<file path="config.mk">
export PLATFORM = sky130hd
export DESIGN_NAME = charge_scanner
export DESIGN_NICKNAME = d
export VERILOG_FILES = /design/src/rtl/charge_scanner.sv
export SDC_FILE = /design/constraint.sdc
export NUM_CORES = 1
export LEC_CHECK = 0
export CAP_MARGIN = 20
export CORE_UTILIZATION = 40
export CTS_CLUSTER_DIAMETER = 50
export DETAILED_ROUTE_END_ITERATION = 6
export PLACE_DENSITY = 0.64
export SETUP_SLACK_MARGIN = 0.1
export SLEW_MARGIN = 25
export SYNTH_ARGS = -nofsm -noshare
export SYNTH_HDL_FRONTEND = slang
export SYNTH_SLANG_ARGS = --single-unit
export TNS_END_PERCENT = 1
</file>
<file path="constraint.sdc">
create_clock -name CLK -period 5.1 [get_ports CLK]
set_input_delay 1.53 -clock CLK [delete_from_list [all_inputs] [get_ports CLK]]
set_output_delay 1.53 -clock CLK [all_outputs]
set_load 0.02 [all_outputs]
</file>
<file path="src/rtl/charge_scanner.sv">
// charge_scanner: walks the accumulator read port at the end of each time
// reference, compares every signed 8-bit charge against a latched threshold
// and streams one spike event per firing neuron, in ascending neuron order.
//
// state | meaning
// IDLE  | waiting for start_i; busy_o low
// FETCH | word count_o on charge_i; build firing mask for that word
// EMIT  | present firing lanes of the word one at a time over valid/ready
// DONE  | one-cycle done_o pulse; then back to IDLE with count_o cleared
module charge_scanner #(
  parameter  int N  = 256,
  localparam int W  = $clog2(N/4),
  localparam int AW = $clog2(N)
) (
  input  logic          CLK,
  input  logic          RSTN,
  input  logic          start_i,
  input  logic [7:0]    threshold_i,
  input  logic [31:0]   charge_i,
  output logic [W-1:0]  count_o,
  output logic          spike_valid_o,
  input  logic          spike_ready_i,
  output logic [AW-1:0] spike_addr_o,
  output logic          busy_o,
  output logic          done_o,
  output logic [AW:0]   spike_cnt_o
);

  typedef enum logic [1:0] {IDLE, FETCH, EMIT, DONE} state_t;

  localparam logic [W-1:0] LAST_WORD = W'(N/4 - 1);

  state_t     state_q;
  logic [7:0] thr_q;
  logic [3:0] mask_q;
  logic [3:0] mask_c;
  logic [3:0] mask_rest;

  // index of the lowest set bit; lanes are emitted lowest first
  function automatic logic [1:0] low_idx(input logic [3:0] m);
    logic [1:0] idx;
    idx = 2'd0;
    for (int k = 3; k >= 0; k--) begin
      if (m[k]) idx = 2'(k);
    end
    return idx;
  endfunction

  // per-lane signed compare of the current word against the threshold,
  // and the mask left after the lane on display is accepted
  always_comb begin
    mask_c = '0;
    for (int k = 0; k < 4; k++) begin
      mask_c[k] = $signed(charge_i[8*k +: 8]) >= $signed(thr_q);
    end
    mask_rest = mask_q & (mask_q - 4'd1);
  end

  // scan sequencer with registered outputs
  always_ff @(posedge CLK or negedge RSTN) begin
    if (!RSTN) begin
      state_q       <= IDLE;
      thr_q         <= '0;
      mask_q        <= '0;
      count_o       <= '0;
      spike_valid_o <= 1'b0;
      spike_addr_o  <= '0;
      busy_o        <= 1'b0;
      done_o        <= 1'b0;
      spike_cnt_o   <= '0;
    end else begin
      case (state_q)
        IDLE: begin
          if (start_i) begin
            thr_q       <= threshold_i;
            count_o     <= '0;
            spike_cnt_o <= '0;
            busy_o      <= 1'b1;
            state_q     <= FETCH;
          end
        end
        FETCH: begin
          mask_q <= mask_c;
          if (mask_c != 4'd0) begin
            spike_valid_o <= 1'b1;
            spike_addr_o  <= {count_o, low_idx(mask_c)};
            state_q       <= EMIT;
          end else if (count_o == LAST_WORD) begin
            done_o  <= 1'b1;
            state_q <= DONE;
          end else begin
            count_o <= count_o + 1'b1;
          end
        end
        EMIT: begin
          if (spike_ready_i) begin
            mask_q      <= mask_rest;
            spike_cnt_o <= spike_cnt_o + 1'b1;
            if (mask_rest != 4'd0) begin
              spike_addr_o <= {count_o, low_idx(mask_rest)};
            end else begin
              spike_valid_o <= 1'b0;
              if (count_o == LAST_WORD) begin
                done_o  <= 1'b1;
                state_q <= DONE;
              end else begin
                count_o <= count_o + 1'b1;
                state_q <= FETCH;
              end
            end
          end
        end
        DONE: begin
          done_o  <= 1'b0;
          busy_o  <= 1'b0;
          count_o <= '0;
          state_q <= IDLE;
        end
        default: state_q <= IDLE;
      endcase
    end
  end

endmodule

</file>
# Word level (Yosys, flattened, before mapping)
# Cells that the tools add are included.
[classes]
add_sub_neg = 3
eq_ne = 11
bitwise = 1
n_lt_le_gt_ge = 4
n_mux = 41
n_reduce_logical = 16
[op_table]
columns = ["op", "n"]
rows = [
  ["8-bit >= comparator", 4],
  ["6-bit two-way mux", 5],
  ["2-bit two-way mux", 14],
  ["8-bit two-way mux", 3],
  ["6-bit case mux with 4 select lines", 1],
  ["4-bit AND reduction", 5],
  ["9-bit two-way mux", 2],
  ["9-bit case mux with 2 select lines", 1],
  ["8-bit case mux with 2 select lines", 1],
  ["2-bit inequality test (second input constant)", 6],
  ["9-bit by 1-bit adder with 9-bit output (second input constant)", 1],
  ["1-bit two-way mux", 8],
  ["2-bit case mux with 4 select lines", 1],
  ["4-bit case mux with 2 select lines", 1],
  ["4-bit nonzero test", 2],
  ["6-bit by 1-bit adder with 6-bit output (second input constant)", 1],
  ["6-bit == test (second input constant)", 1],
  ["2-bit AND reduction", 3],
  ["2-bit nonzero test", 3],
  ["4-bit bitwise AND", 1],
  ["2-bit == test (second input constant)", 2],
  ["4-bit two-way mux", 1],
  ["1-bit case mux with 2 select lines", 2],
  ["4-bit by 1-bit subtractor with 4-bit output (second input constant)", 1],
  ["other kinds (6)", 6],
]
[word_totals]
word_cells = 85
register_bits = 40

# Longest topological paths before layout
# Gate-level depths: netlist of the first run.
[logic_depth]
depth_word = 9
depth_mapped = 10
mapped_depth_nobuf = 9

# Worst setup path after synthesis of the first run
# Ideal clock, no wire load.
[synth_path]
path_kind = "input -> register"
from = "in charge_i[16]"
to = "reg spike_addr_o[1]"
path_buffers = 0
path_stages = 9
slack_ns = 1.335
t_arrival_ns = 3.640
setup_time_ns = 0.125
cell_sequence = "inv_1 -> ha_1 -> nand2b_1 -> a211oi_2 -> nor3_1 -> o32a_1 -> or3_4 -> o22ai_2 -> mux2_2"
[synth_between]
elab_chain_cells = 6
elab_cells_between_ends = 9
classes_between = "order compare (1); eq/ne (1); mux (5); reduce/logical (2)"
[synth_lines]
columns = ["element", "line_no", "rtl"]
rows = [
  ["start, declared", "19", "input logic [31:0] charge_i,"],
  ["8-bit >= comparator *", "54", "mask_c[k] = $signed(charge_i[8*k +: 8]) >= $signed(thr_q);"],
  ["2-bit two-way mux (3 in series)", "44", "if (m[k]) idx = 2'(k);"],
  ["8-bit two-way mux", "84", "if (mask_c != 4'd0) begin"],
  ["8-bit case mux with 2 select lines", "72", "case (state_q)"],
  ["end signal, assigned", "86", "spike_addr_o <= {count_o, low_idx(mask_c)};"],
  ["end signal, assigned", "100", "spike_addr_o <= {count_o, low_idx(mask_rest)};"],
  ["end, declared", "23", "output logic [AW-1:0] spike_addr_o,"],
]
# Every way passes the cells marked *; elsewhere a longest branch is shown, timed or not. The select of a mux whose other input is x is not followed.
# A chain may end at the register's enable or synchronous reset.

# Worst setup path after layout of the first run
[layout_path]
from = "in charge_i[10]"
to = "reg spike_addr_o[5]"
[layout_between]
elab_chain_cells = 4
[layout_lines]
columns = ["element", "line_no"]
rows = [
  ["8-bit >= comparator", "54"],
  ["4-bit nonzero test", "84"],
  ["2-bit inequality test (no source line)", "n/a"],
  ["4-bit AND reduction (no source line)", "n/a"],
]
# No other way between the ends.

==> summary.txt, run 1 <==
Run status
  – Status: finished clean

Power and ir drop
  – Pwr Density: 533 nW/µm²
  – VDD IR max: 277 µV
  – Static Leak: 1.74 nW

Placed design
  – Dpl hpwl: 5.13 mm
  – RD Place Congestion: 0.807
  – Port bufs: 69
  – DP Cell Count: 463

Timing
  – Final setup violation count: 0
  – Unrepaired setup endpoints after global routing: no
  – Clk_skew: 0.00755 ns
  – Final hold violations: 0
  – Fin crit share: 0.826
  – Worst Tran Pin Value: 0.900 ns
  – Slew margin rel.: 0.400
  – Min Tclk post-route: 4.21 ns
  – Fin. max-slew vios: 0
  – Fmax: 237 MHz
  – Setup_tns: 0 ns

Global routing
  – GRT overflow: 0
  – Vias in the first global route: 2,427
  – Initial antenna violation count: 0
  – Largest net degree at the start of global routing: 41
  – Gr usage total: 0.189
  – First-pass GRT wire length: 11.2 mm

Setup path
  – Cell-by-cell trace of the critical path: clkdlybuf4s50_1, ha_1, a21oi_1, o21ai_0, a311oi_2, o22ai_1, or3_4, o22ai_2, mux2_2
  – CP startpoint kind: input port
  – Critical path class: in2reg
  – Critical Path RT: 5.29 ns
  – Crit Path Max Fanout: 11
  – Slowest CP cell: or3_4
  – Critical path's largest stage delay: 0.48 ns
  – Worst endpoint data arrival time: 4.40 ns
  – Kind of end point of the critical path: flop

Logic synthesis
  – Mapped Area: 2890 µm²
  – Syn. warnings: 0
  – Synthesized Nets: 392
  – FFs w/ async S/R, synth: 1.00
  – Mean post-synth cell area: 9.34 µm²
  – Top_reg_cell synth: dfrtp_1
  – Synth top area cells: dfrtp_1, ha_1, mux2_2, nand2_1, o21ai_0
  – Most frequent cell after synthesis: dfrtp_1
  – Post-synth EDFFs: 0
  – Commonest cells post-synth: dfrtp_1, ha_1, nand2_1, inv_1, nor2_1
  – Leading area contributor after synthesis: dfrtp_1
  – Yosys top cell area share: 0.347
  – Cell count after synthesis: 309
  – Post-synthesis cell type count: 49
  – Sequential area share after synthesis: 0.347
  – Register bit total from synthesis: 40

Cells and area
  – Antenna Cells: 0
  – Final #Nets: 457
  – Fill cell count: 654
  – Layout cells sized above 1: 0.0827
  – Non-Filler Instances: 471
  – Area Overhead vs Synth: 31.7%

Clocking
  – TritonCTS clock tree: done
  – CTS Buf Count: 5
  – Htree depth: 2
  – Resized Gates After CTS: 0
  – Clk pin slew, worst setup/hold paths: 0.08 ns
  – Root buffer selected by CTS: clkbuf_8
  – Sink Count: 40
  – Post CTS Setup Buffer Count: 0
  – Longest Clk Path Bufs: 2
  – CTS Hold Bufs: 0
  – Clk_lat worst skew: 0.30 ns

Die
  – Starting Density: 0.420
  – Die Y: 87.0 µm
  – Row count: 30
  – Ports: 70
  – Die ar.: 7560 µm²
  – DIE WIDTH: 87.0 µm
  – Core Region: 6870 µm²

Route
  – Wire length per cell: 14.0 µm
  – Total Wirelength: 6.60 mm
  – # DRC: 0
  – DR vias/cell: 5.33
  – 1st-pass router iterations: 4
  – Post-DRT Antenna Nets: 0
  – 1st-iter DRT viols: 105
  – Vias: 2,510

Hold path
  – Worst Hold Class: reg2reg

Job
  – Number of max-cap violations: 0
## layer usage
layer,vias up,part of all wire,track usage
met5,-,0,0
met4,0,0.0096,0.0455
met3,10,0.049,0.0408
met2,59,0.46,0.314
met1,1193,0.48,0.252
li1,1248,-,-
## cell families (layout without fill, tap and decap cells)
kind of cell	count (synthesis)	count (layout)	share of synthesized area
muxes	22	22	0.0845
and+or+nand+nor	98	98	0.170
AOI/OAI and AO/OA	68	68	0.162
adders and majority gates	40	40	0.173
buffers and inverters	36	102	0.0494
DFF	40	40	0.347
xor gates and xnor gates	5	5	0.0152
## worst max-delay path, delay by kind of cell
kind / cells / cell delay (ns)
AO/OA/AOI/OAI: 5 / 1.24
buffers and inverters: 1 / 0.43
adder cells (fa/ha/maj): 1 / 0.33
AND/OR/NAND/NOR: 1 / 0.48
multiplexers: 1 / 0.39
## state kept, by name, summed over array words and instances (netlist names)
name	cells
state_q	2
thr_q	8
spike_addr_o	8
mask_q	4
spike_valid_o	1
spike_cnt_o	9
count_o	6
done_o	1
busy_o	1
## path summary, 6_finish.rpt
kind	from	endpoint	slack, ns	depth (start not counted)
worst max-delay path	charge_i[10]	spike_addr_o[5]$_DFFE_PN0P_	0.89	9
worst min-delay path	thr_q[1]$_DFFE_PN0P_	thr_q[1]$_DFFE_PN0P_	0.51	1
worst max register to register	thr_q[5]$_DFFE_PN0P_	spike_addr_o[5]$_DFFE_PN0P_	2.05	9
worst min register to register	thr_q[1]$_DFFE_PN0P_	thr_q[1]$_DFFE_PN0P_	0.51	1
max in group asynchronous	RSTN	thr_q[6]$_DFFE_PN0P_	3.18	1
min in group asynchronous	RSTN	mask_q[3]$_DFFE_PN0P_	1.34	1
## metrics by stage
stage / power [mW] / instance area, µm² / utilization / hold WS (ns) / setup WS, ns
after floorplan: 1.33 / 2890 / - / 0.479 / 1.33
after global placement: 1.64 / 3640 / 0.530 / 0.491 / 0.626
after detailed placement: 1.67 / 3640 / 0.530 / 0.495 / 0.573
after CTS: 2.04 / 3800 / 0.554 / 0.515 / 0.893
after global routing: 2.21 / 3800 / 0.554 / 0.528 / 0.709
final: 2.03 / 3800 / 0.554 / 0.510 / 0.887
## report_power, final
part | switching, mW | leakage, nW | internal, mW
logic | 0.603 | 1.15 | 0.515
registers | 0.117 | 0.513 | 0.430
clock network | 0.117 | 0.0784 | 0.245
## final cells by class
| cell class | count | area [µm²] | share of cell area |
|---|---|---|---|
| clock buffers | 5 | 68.8 | 0.0181 |
| inverters | 25 | 93.8 | 0.0247 |
| clock inverters | 3 | 90.1 | 0.0237 |
| well taps | 96 | 120 | 0.0316 |
| multi-input cells | 233 | 1740 | 0.458 |
| flip-flops and latches | 40 | 1000 | 0.263 |
| repair buffers | 69 | 686 | 0.180 |
## layout by cell type (no fill, tap or decap), types with 2 or more instances in the layout
| master | n |
|---|---|
| ha_1 | 39 |
| mux2_2 | 15 |
| clkdlybuf4s50_1 | 68 |
| and3_1 | 8 |
| dfrtp_1 | 40 |
| nand3_1 | 8 |
| a21oi_1 | 16 |
| xor2_1 | 5 |
| inv_1 | 25 |
| a2111oi_0 | 3 |
| a211oi_1 | 5 |
| nor2b_1 | 6 |
| bufinv_16 | 3 |
| nand2b_1 | 3 |
| nand2_1 | 28 |
| o22ai_1 | 2 |
| nor4_1 | 2 |
| o21a_1 | 2 |
| nand4_1 | 4 |
| mux2i_1 | 6 |
| or3_1 | 3 |
| nand3b_1 | 2 |
| nor2_1 | 22 |
| clkbuf_8 | 5 |
| o21ai_0 | 19 |
| o32a_1 | 2 |
| o211ai_1 | 3 |
| a211o_1 | 4 |
| nor3_1 | 6 |
No activity file was read; power rests on OpenSTA's default activity.
==> run 2: changes to the inputs <==
--- a/config.mk
+++ b/config.mk
@@ -9,7 +9,7 @@
 export CORE_UTILIZATION = 40
 export CTS_CLUSTER_DIAMETER = 50
 export DETAILED_ROUTE_END_ITERATION = 6
-export PLACE_DENSITY = 0.64
+export PLACE_DENSITY = 0.66
 export SETUP_SLACK_MARGIN = 0.1
 export SLEW_MARGIN = 25
 export SYNTH_ARGS = -nofsm -noshare
==> constraint.sdc (replaced) <==
create_clock -name CLK -period 3.73 [get_ports CLK]
set_input_delay 1.119 -clock CLK [delete_from_list [all_inputs] [get_ports CLK]]
set_output_delay 1.119 -clock CLK [all_outputs]
set_load 0.02 [all_outputs]
==> run 2 against run 1 <==
Effect of this change: clock-buffer cell count stayed put; worst hold slack better by 0.0014 ns; sequential share of layout area is 0.74 points lower; power grew 42%; register-to-register slack worse by 1.1 ns.
==> summary.txt, run 2 (synthesis gave the netlist of run 1 again) <==
Run status
  – Status: finished clean

Clocking
  – Clk pin slew, worst setup/hold paths: 0.08 ns (about the same)
  – TritonCTS clock tree: done
  – CTS Buf Count: 5 (unchanged)
  – Htree depth: 2 (unchanged)
  – Longest Clk Path Bufs: 2 (unchanged)
  – Clk_lat worst skew: 0.30 ns (about the same)
  – Root buffer selected by CTS: clkbuf_8
  – Sink Count: 40 (unchanged)

Cells and area
  – Top flop regs: spike_cnt_o (9), spike_addr_o (8), thr_q (8)
  – Final #Nets: 470 (+2.8%)
  – Most frequent cells in the layout: clkdlybuf4s50_1, dfrtp_1, ha_1, nand2_1, inv_1
  – Antenna Cells: 0 (unchanged)
  – FF+latch area: 1000 µm² (unchanged)
  – Max FFs per register: 9 (unchanged)
  – Fill cell count: 620 (-5.2%)
  – Layout cells sized above 1: 0.113 (+0.0307)
  – Area Overhead vs Synth: 35.5%
  – Multi-input combinational cell area: 1750 µm² (+0.50%)
  – Most common cell after layout, fill and taps aside: clkdlybuf4s50_1
  – Utilization after layout: 0.570 (+0.0160)
  – Reg with most FFs: spike_cnt_o

Timing
  – Final Worst Setup Slack: 0.186 ns (-0.700 ns)
  – Final hold violations: 0 (unchanged)
  – Fmax: 282 MHz
  – Worst Tran Pin Value: 0.889 ns (-0.0101 ns)
  – Clk_skew: 0.00747 ns (-0.0000772 ns)
  – Worst Hold Slack: 0.511 ns (+0.00144 ns)
  – Fin. max-slew vios: 0 (unchanged)
  – Unrepaired setup endpoints after global routing: yes
  – Min Tclk post-route: 3.54 ns
  – Final setup violation count: 0 (unchanged)
  – Fin crit share: 0.950
  – Setup_tns: 0 ns (unchanged)
  – Slew margin rel.: 0.407 (+0.00677)

Die
  – Die ar.: 7560 µm² (unchanged)
  – Ports: 70 (unchanged)
  – Core Region: 6870 µm² (unchanged)
  – Die Y: 87.0 µm (unchanged)
  – DIE WIDTH: 87.0 µm (unchanged)
  – Starting Density: 0.420 (unchanged)
  – Row count: 30 (unchanged)

Global routing
  – Largest net degree at the start of global routing: 41 (unchanged)
  – Vias in the first global route: 2,363 (-2.6%)
  – Gr usage total: 0.181 (-0.00812)
  – Initial antenna violation count: 0 (unchanged)
  – First-pass GRT wire length: 10.9 mm (-2.7%)
  – GRT overflow: 0 (unchanged)

Setup path
  – Crit Path Max Fanout: 6 (-5)
  – Worst endpoint data arrival time: 3.72 ns (-0.68 ns)
  – Critical Path RT: 3.91 ns (-1.38 ns)
  – Critical path class: in2reg
  – Kind of end point of the critical path: flop
  – Worst reg2reg path depth: 10 (+1)
  – CP startpoint kind: input port

Route
  – 1st-pass router iterations: 4 (unchanged)
  – Total Wirelength: 6.54 mm (-0.91%)
  – Post-DRT Antenna Nets: 0 (unchanged)
  – DR vias/cell: 5.14 (-3.5%)
  – # DRC: 0 (unchanged)
  – 1st-iter DRT viols: 85 (-19%)
  – Vias: 2,488 (-0.88%)
  – Wire length per cell: 13.5 µm (-3.6%)

Hold path
  – Worst Hold Class: reg2reg
  – Hold path depth: 1 (unchanged)

Placed design
  – Setup WS pre-CTS: -0.137 ns (-0.710 ns)
  – Port bufs: 69 (unchanged)
  – RD Place Congestion: 0.798 (-1.0%)
  – Dpl hpwl: 5.13 mm (about the same)

Power and ir drop
  – VDD IR max: 408 µV (+47%)
  – Static Leak: 1.81 nW (+3.9%)
  – Pwr Density: 738 nW/µm² (+38%)

Job
  – Number of max-cap violations: 0 (unchanged)
-- run 2: cell types whose count changed in the layout (fill, tap and decap cells not counted) --
cell	delta
o22ai_4	+1
a2111oi_1	+1
buf_4	+12
buf_6	+1
o22ai_2	-1
a2111oi_0	-1
-- run 2: worst max-delay path: stages --
cell and delay, ns:
clkdlybuf4s50_1 0.46, inv_1 0.04, ha_1 0.27, nand2b_1 0.15, a211oi_2 0.21, nor3_1 0.07, o32a_1 0.35, or3_4 0.43
o22ai_4 0.15, buf_6 0.16, mux2_2 0.33
-- run 2: path summary, 6_finish.rpt --
path | to | start | slack (ns)
setup / recovery | spike_addr_o[3]$_DFFE_PN0P_ | charge_i[16] | 0.19
hold / removal | thr_q[6]$_DFFE_PN0P_ | thr_q[6]$_DFFE_PN0P_ | 0.51
min in group asynchronous | mask_q[1]$_DFFE_PN0P_ | RSTN | 0.93
hold reg to reg | thr_q[6]$_DFFE_PN0P_ | thr_q[6]$_DFFE_PN0P_ | 0.51
max in group asynchronous | count_o[5]$_DFFE_PN0P_ | RSTN | 2.22
setup reg to reg | spike_addr_o[3]$_DFFE_PN0P_ | thr_q[5]$_DFFE_PN0P_ | 0.95
-- run 2: final cells by class --
class                   instances  area share
multi-input cells             233       0.448
repair buffers                 82       0.201
inverters                      25      0.0240
well taps                      96      0.0307
clock buffers                   5      0.0176
flip-flops and latches         40       0.256
clock inverters                 3      0.0230
-- run 2: power by group --
part / internal, mW / switching, mW
registers: 0.588 / 0.156
clock network: 0.335 / 0.156
logic: 0.796 / 0.855
total: 1.72 / 1.17
-- run 2: timing repair --
item                       in CTS  in global routing
hold buffers                    0                  0
setup buffers                   0                  0
setup endpoints to repair       0                  8
resized for setup               0                  3
-- run 2: routing by layer --
metal | vias to the layer above | part of all wire | wire, µm | GRT usage
met4 | 0 | 0.0018 | 12 | 0.0227
met2 | 54 | 0.47 | 3070 | 0.299
li1 | 1271 | - | - | -
met1 | 1161 | 0.50 | 3240 | 0.253
met3 | 2 | 0.034 | 221 | 0.0341
met5 | - | 0 | 0 | 0
-- run 2: through the flow --
step                power (mW)  std cells  cell area, µm²
floorplan                 1.81        309            2890
global placement          2.34        476            3740
detailed placement        2.38        476            3740
CTS                       2.88        484            3900
global route              3.13        484            3910
finish                    2.89        484            3910
==> run 3: changes to the inputs <==
--- a/config.mk
+++ b/config.mk
@@ -9,7 +9,7 @@
 export CORE_UTILIZATION = 40
 export CTS_CLUSTER_DIAMETER = 50
 export DETAILED_ROUTE_END_ITERATION = 6
-export PLACE_DENSITY = 0.66
+export PLACE_DENSITY = 0.64
 export SETUP_SLACK_MARGIN = 0.1
 export SLEW_MARGIN = 25
 export SYNTH_ARGS = -nofsm -noshare
==> constraint.sdc (replaced) <==
create_clock -name CLK -period 3.79 [get_ports CLK]
set_input_delay 1.137 -clock CLK [delete_from_list [all_inputs] [get_ports CLK]]
set_output_delay 1.137 -clock CLK [all_outputs]
set_load 0.02 [all_outputs]
==> run 3 against run 2 <==
Effect of this change: clock-buffer cell count increased by 1; final cell count shrank 0.21%; clock skew rose by 0.00059 ns; power decreased by 6.7%; worst setup slack improved by 0.016 ns; sequential power down 1%; flip-flop and latch count unchanged; critical endpoint is now count_o[0]$_DFFE_PN0P_; largest cell class unchanged.
==> summary.txt, run 3 (synthesis gave the netlist of run 1 again) <==
Setup path
  – Worst Setup SP: charge_i[8]
  – R2R setup slack: 0.97 ns (+0.02 ns)
  – Critical Path RT: 3.96 ns (+0.05 ns)
  – Worst endpoint data arrival time: 3.76 ns (+0.04 ns)
  – CP startpoint kind: input port
  – Worst r2r src: thr_q[5]$_DFFE_PN0P_
  – Kind of end point of the critical path: flop
  – Critical path class: in2reg
  – Crit Path Max Fanout: 10 (+4)

Die
  – Ports: 70 (unchanged)
  – DIE WIDTH: 87.0 µm (unchanged)
  – Starting Density: 0.420 (unchanged)
  – Row count: 30 (unchanged)
  – Die ar.: 7560 µm² (unchanged)
  – Core Region: 6870 µm² (unchanged)
  – Die Y: 87.0 µm (unchanged)

Timing
  – Fin. max-slew vios: 0 (unchanged)
  – Clk_skew: 0.00806 ns (+0.000590 ns)
  – Fmax: 279 MHz
  – Unrepaired setup endpoints after global routing: no
  – Final setup violation count: 0 (unchanged)
  – Final Worst Setup Slack: 0.202 ns (+0.0158 ns)
  – Slew margin rel.: 0.404 (-0.00354)
  – Min Tclk post-route: 3.59 ns
  – Final hold violations: 0 (unchanged)
  – Worst Tran Pin Value: 0.895 ns (+0.00530 ns)
  – Fin crit share: 0.947

Route
  – Total Wirelength: 6.68 mm (+2.2%)
  – # DRC: 0 (unchanged)
  – 1st-iter DRT viols: 88 (+3.5%)
  – Post-DRT Antenna Nets: 0 (unchanged)
  – 1st-pass router iterations: 4 (unchanged)
  – Vias: 2,532 (+1.8%)
  – Wire length per cell: 13.8 µm (+2.4%)
  – DR vias/cell: 5.24 (+2.0%)

Clocking
  – Clk pin slew, worst setup/hold paths: 0.07 ns (about the same)
  – Clk_lat worst skew: 0.29 ns (about the same)
  – Longest Clk Path Bufs: 2 (unchanged)
  – Htree depth: 2 (unchanged)
  – Sink Count: 40 (unchanged)
  – CTS Hold Bufs: 0 (unchanged)
  – Root buffer selected by CTS: clkbuf_8
  – CTS Buf Count: 5 (unchanged)
  – TritonCTS clock tree: done

Job
  – Number of max-cap violations: 0 (unchanged)

Cells and area
  – Multi-input combinational cell area: 1750 µm² (-0.14%)
  – Layout cells sized above 1: 0.111 (-0.00229)
  – Max FFs per register: 9 (unchanged)
  – Antenna Cells: 0 (unchanged)
  – Top flop regs: spike_cnt_o (9), spike_addr_o (8), thr_q (8)
  – Area Overhead vs Synth: 33.9%
  – Reg with most FFs: spike_cnt_o
  – Most frequent cells in the layout: clkdlybuf4s50_1, dfrtp_1, ha_1, nand2_1, inv_1
  – Final #Nets: 469 (-0.21%)
  – FF+latch area: 1000 µm² (unchanged)
  – Non-Filler Instances: 483 (-0.21%)
  – Fill cell count: 632 (+1.9%)
  – Most common cell after layout, fill and taps aside: clkdlybuf4s50_1

Global routing
  – Vias in the first global route: 2,568 (+8.7%)
  – Gr usage total: 0.190 (+0.00825)
  – Largest net degree at the start of global routing: 41 (unchanged)
  – GRT overflow: 0 (unchanged)
  – Initial antenna violation count: 0 (unchanged)
  – First-pass GRT wire length: 11.3 mm (+3.4%)

Run status
  – Status: finished clean

Placed design
  – Port bufs: 69 (unchanged)
  – RD Place Congestion: 0.787 (-1.4%)
  – Setup WS pre-CTS: -0.131 ns (+0.00526 ns)
  – Dpl hpwl: 5.20 mm (+1.3%)
  – DP Cell Count: 475 (-0.21%)

Hold path
  – Min-delay src: spike_addr_o[2]$_DFFE_PN0P_
  – Worst Hold Class: reg2reg

Power and ir drop
  – VDD IR max: 421 µV (+3.2%)
  – Static Leak: 1.79 nW (-1.4%)
  – Pwr Density: 697 nW/µm² (-5.5%)
==> run 3: cell count changes in the layout (fill, tap and decap cells not counted) <==
| cell | previous run | this run |
|---|---|---|
| a2111oi_2 | 0 | 1 |
| buf_4 | 12 | 10 |
| bufinv_16 | 3 | 1 |
| clkbuf_1 | 0 | 1 |
| buf_12 | 0 | 1 |
| o22ai_2 | 0 | 1 |
| o22ai_4 | 1 | 0 |
| clkinv_2 | 0 | 1 |
| a2111oi_1 | 1 | 0 |
==> run 3: routing by layer <==
| layer | GRT usage | vias to the layer above | share of wire |
|---|---|---|---|
| met5 | 0 | - | 0 |
| met4 | 0.0485 | 0 | 0.015 |
| met3 | 0.0464 | 11 | 0.055 |
| met2 | 0.328 | 59 | 0.47 |
| met1 | 0.236 | 1194 | 0.46 |
| li1 | - | 1268 | - |
==> run 3: layout make-up <==
| cell class | instances | area share |
|---|---|---|
| clock inverters | 2 | 0.00907 |
| repair buffers | 81 | 0.205 |
| well taps | 96 | 0.0311 |
| flip-flops and latches | 40 | 0.259 |
| clock buffers | 6 | 0.0188 |
| multi-input cells | 233 | 0.453 |
| inverters | 25 | 0.0243 |
==> run 3: power breakdown <==
group	switching, mW	internal [mW]	total [mW]
combinational	0.839	0.779	1.62
sequential	0.156	0.579	0.735
clock	0.146	0.195	0.341
total	1.14	1.55	2.69
==> run 3: metrics by stage <==
| step | hold slack (ns) | area, µm² | TNS, ns | util | total power, mW |
|---|---|---|---|---|---|
| floorplan | 0.479 | 2890 | 0 | - | 1.79 |
| global placement | 0.491 | 3750 | -1.16 | 0.545 | 2.31 |
| detailed placement | 0.495 | 3750 | -1.54 | 0.545 | 2.35 |
| CTS | 0.516 | 3850 | 0 | 0.561 | 2.70 |
| global route | 0.531 | 3860 | 0 | 0.562 | 2.94 |
| finish | 0.510 | 3860 | 0 | 0.562 | 2.69 |
==> run 3: critical path, cell delays in order <==
cell,delay (ns)
clkdlybuf4s50_1,0.45
inv_1,0.04
ha_1,0.28
nor2b_1,0.12
o21ai_0,0.16
a311oi_2,0.30
o22ai_1,0.15
or3_4,0.43
buf_12,0.15
a21o_4,0.24
mux2_4,0.29
==> run 3: what timing repair did <==
item                                    4_1_cts  5_1_grt
setup buffers                                 0        0
endpoints found under the setup margin        0        9
resized for setup                             0        3
==> run 3: worst paths after layout <==
kind                       cells after the start                     endpoint
setup reg to reg                              10       count_o[0]$_DFFE_PN0P_
setup / recovery                              11       count_o[0]$_DFFE_PN0P_
max in group asynchronous                      1  spike_addr_o[6]$_DFFE_PN0P_
hold reg to reg                                1  spike_addr_o[2]$_DFFE_PN0P_
hold / removal                                 1  spike_addr_o[2]$_DFFE_PN0P_
min in group asynchronous                      1        mask_q[0]$_DFFE_PN0P_
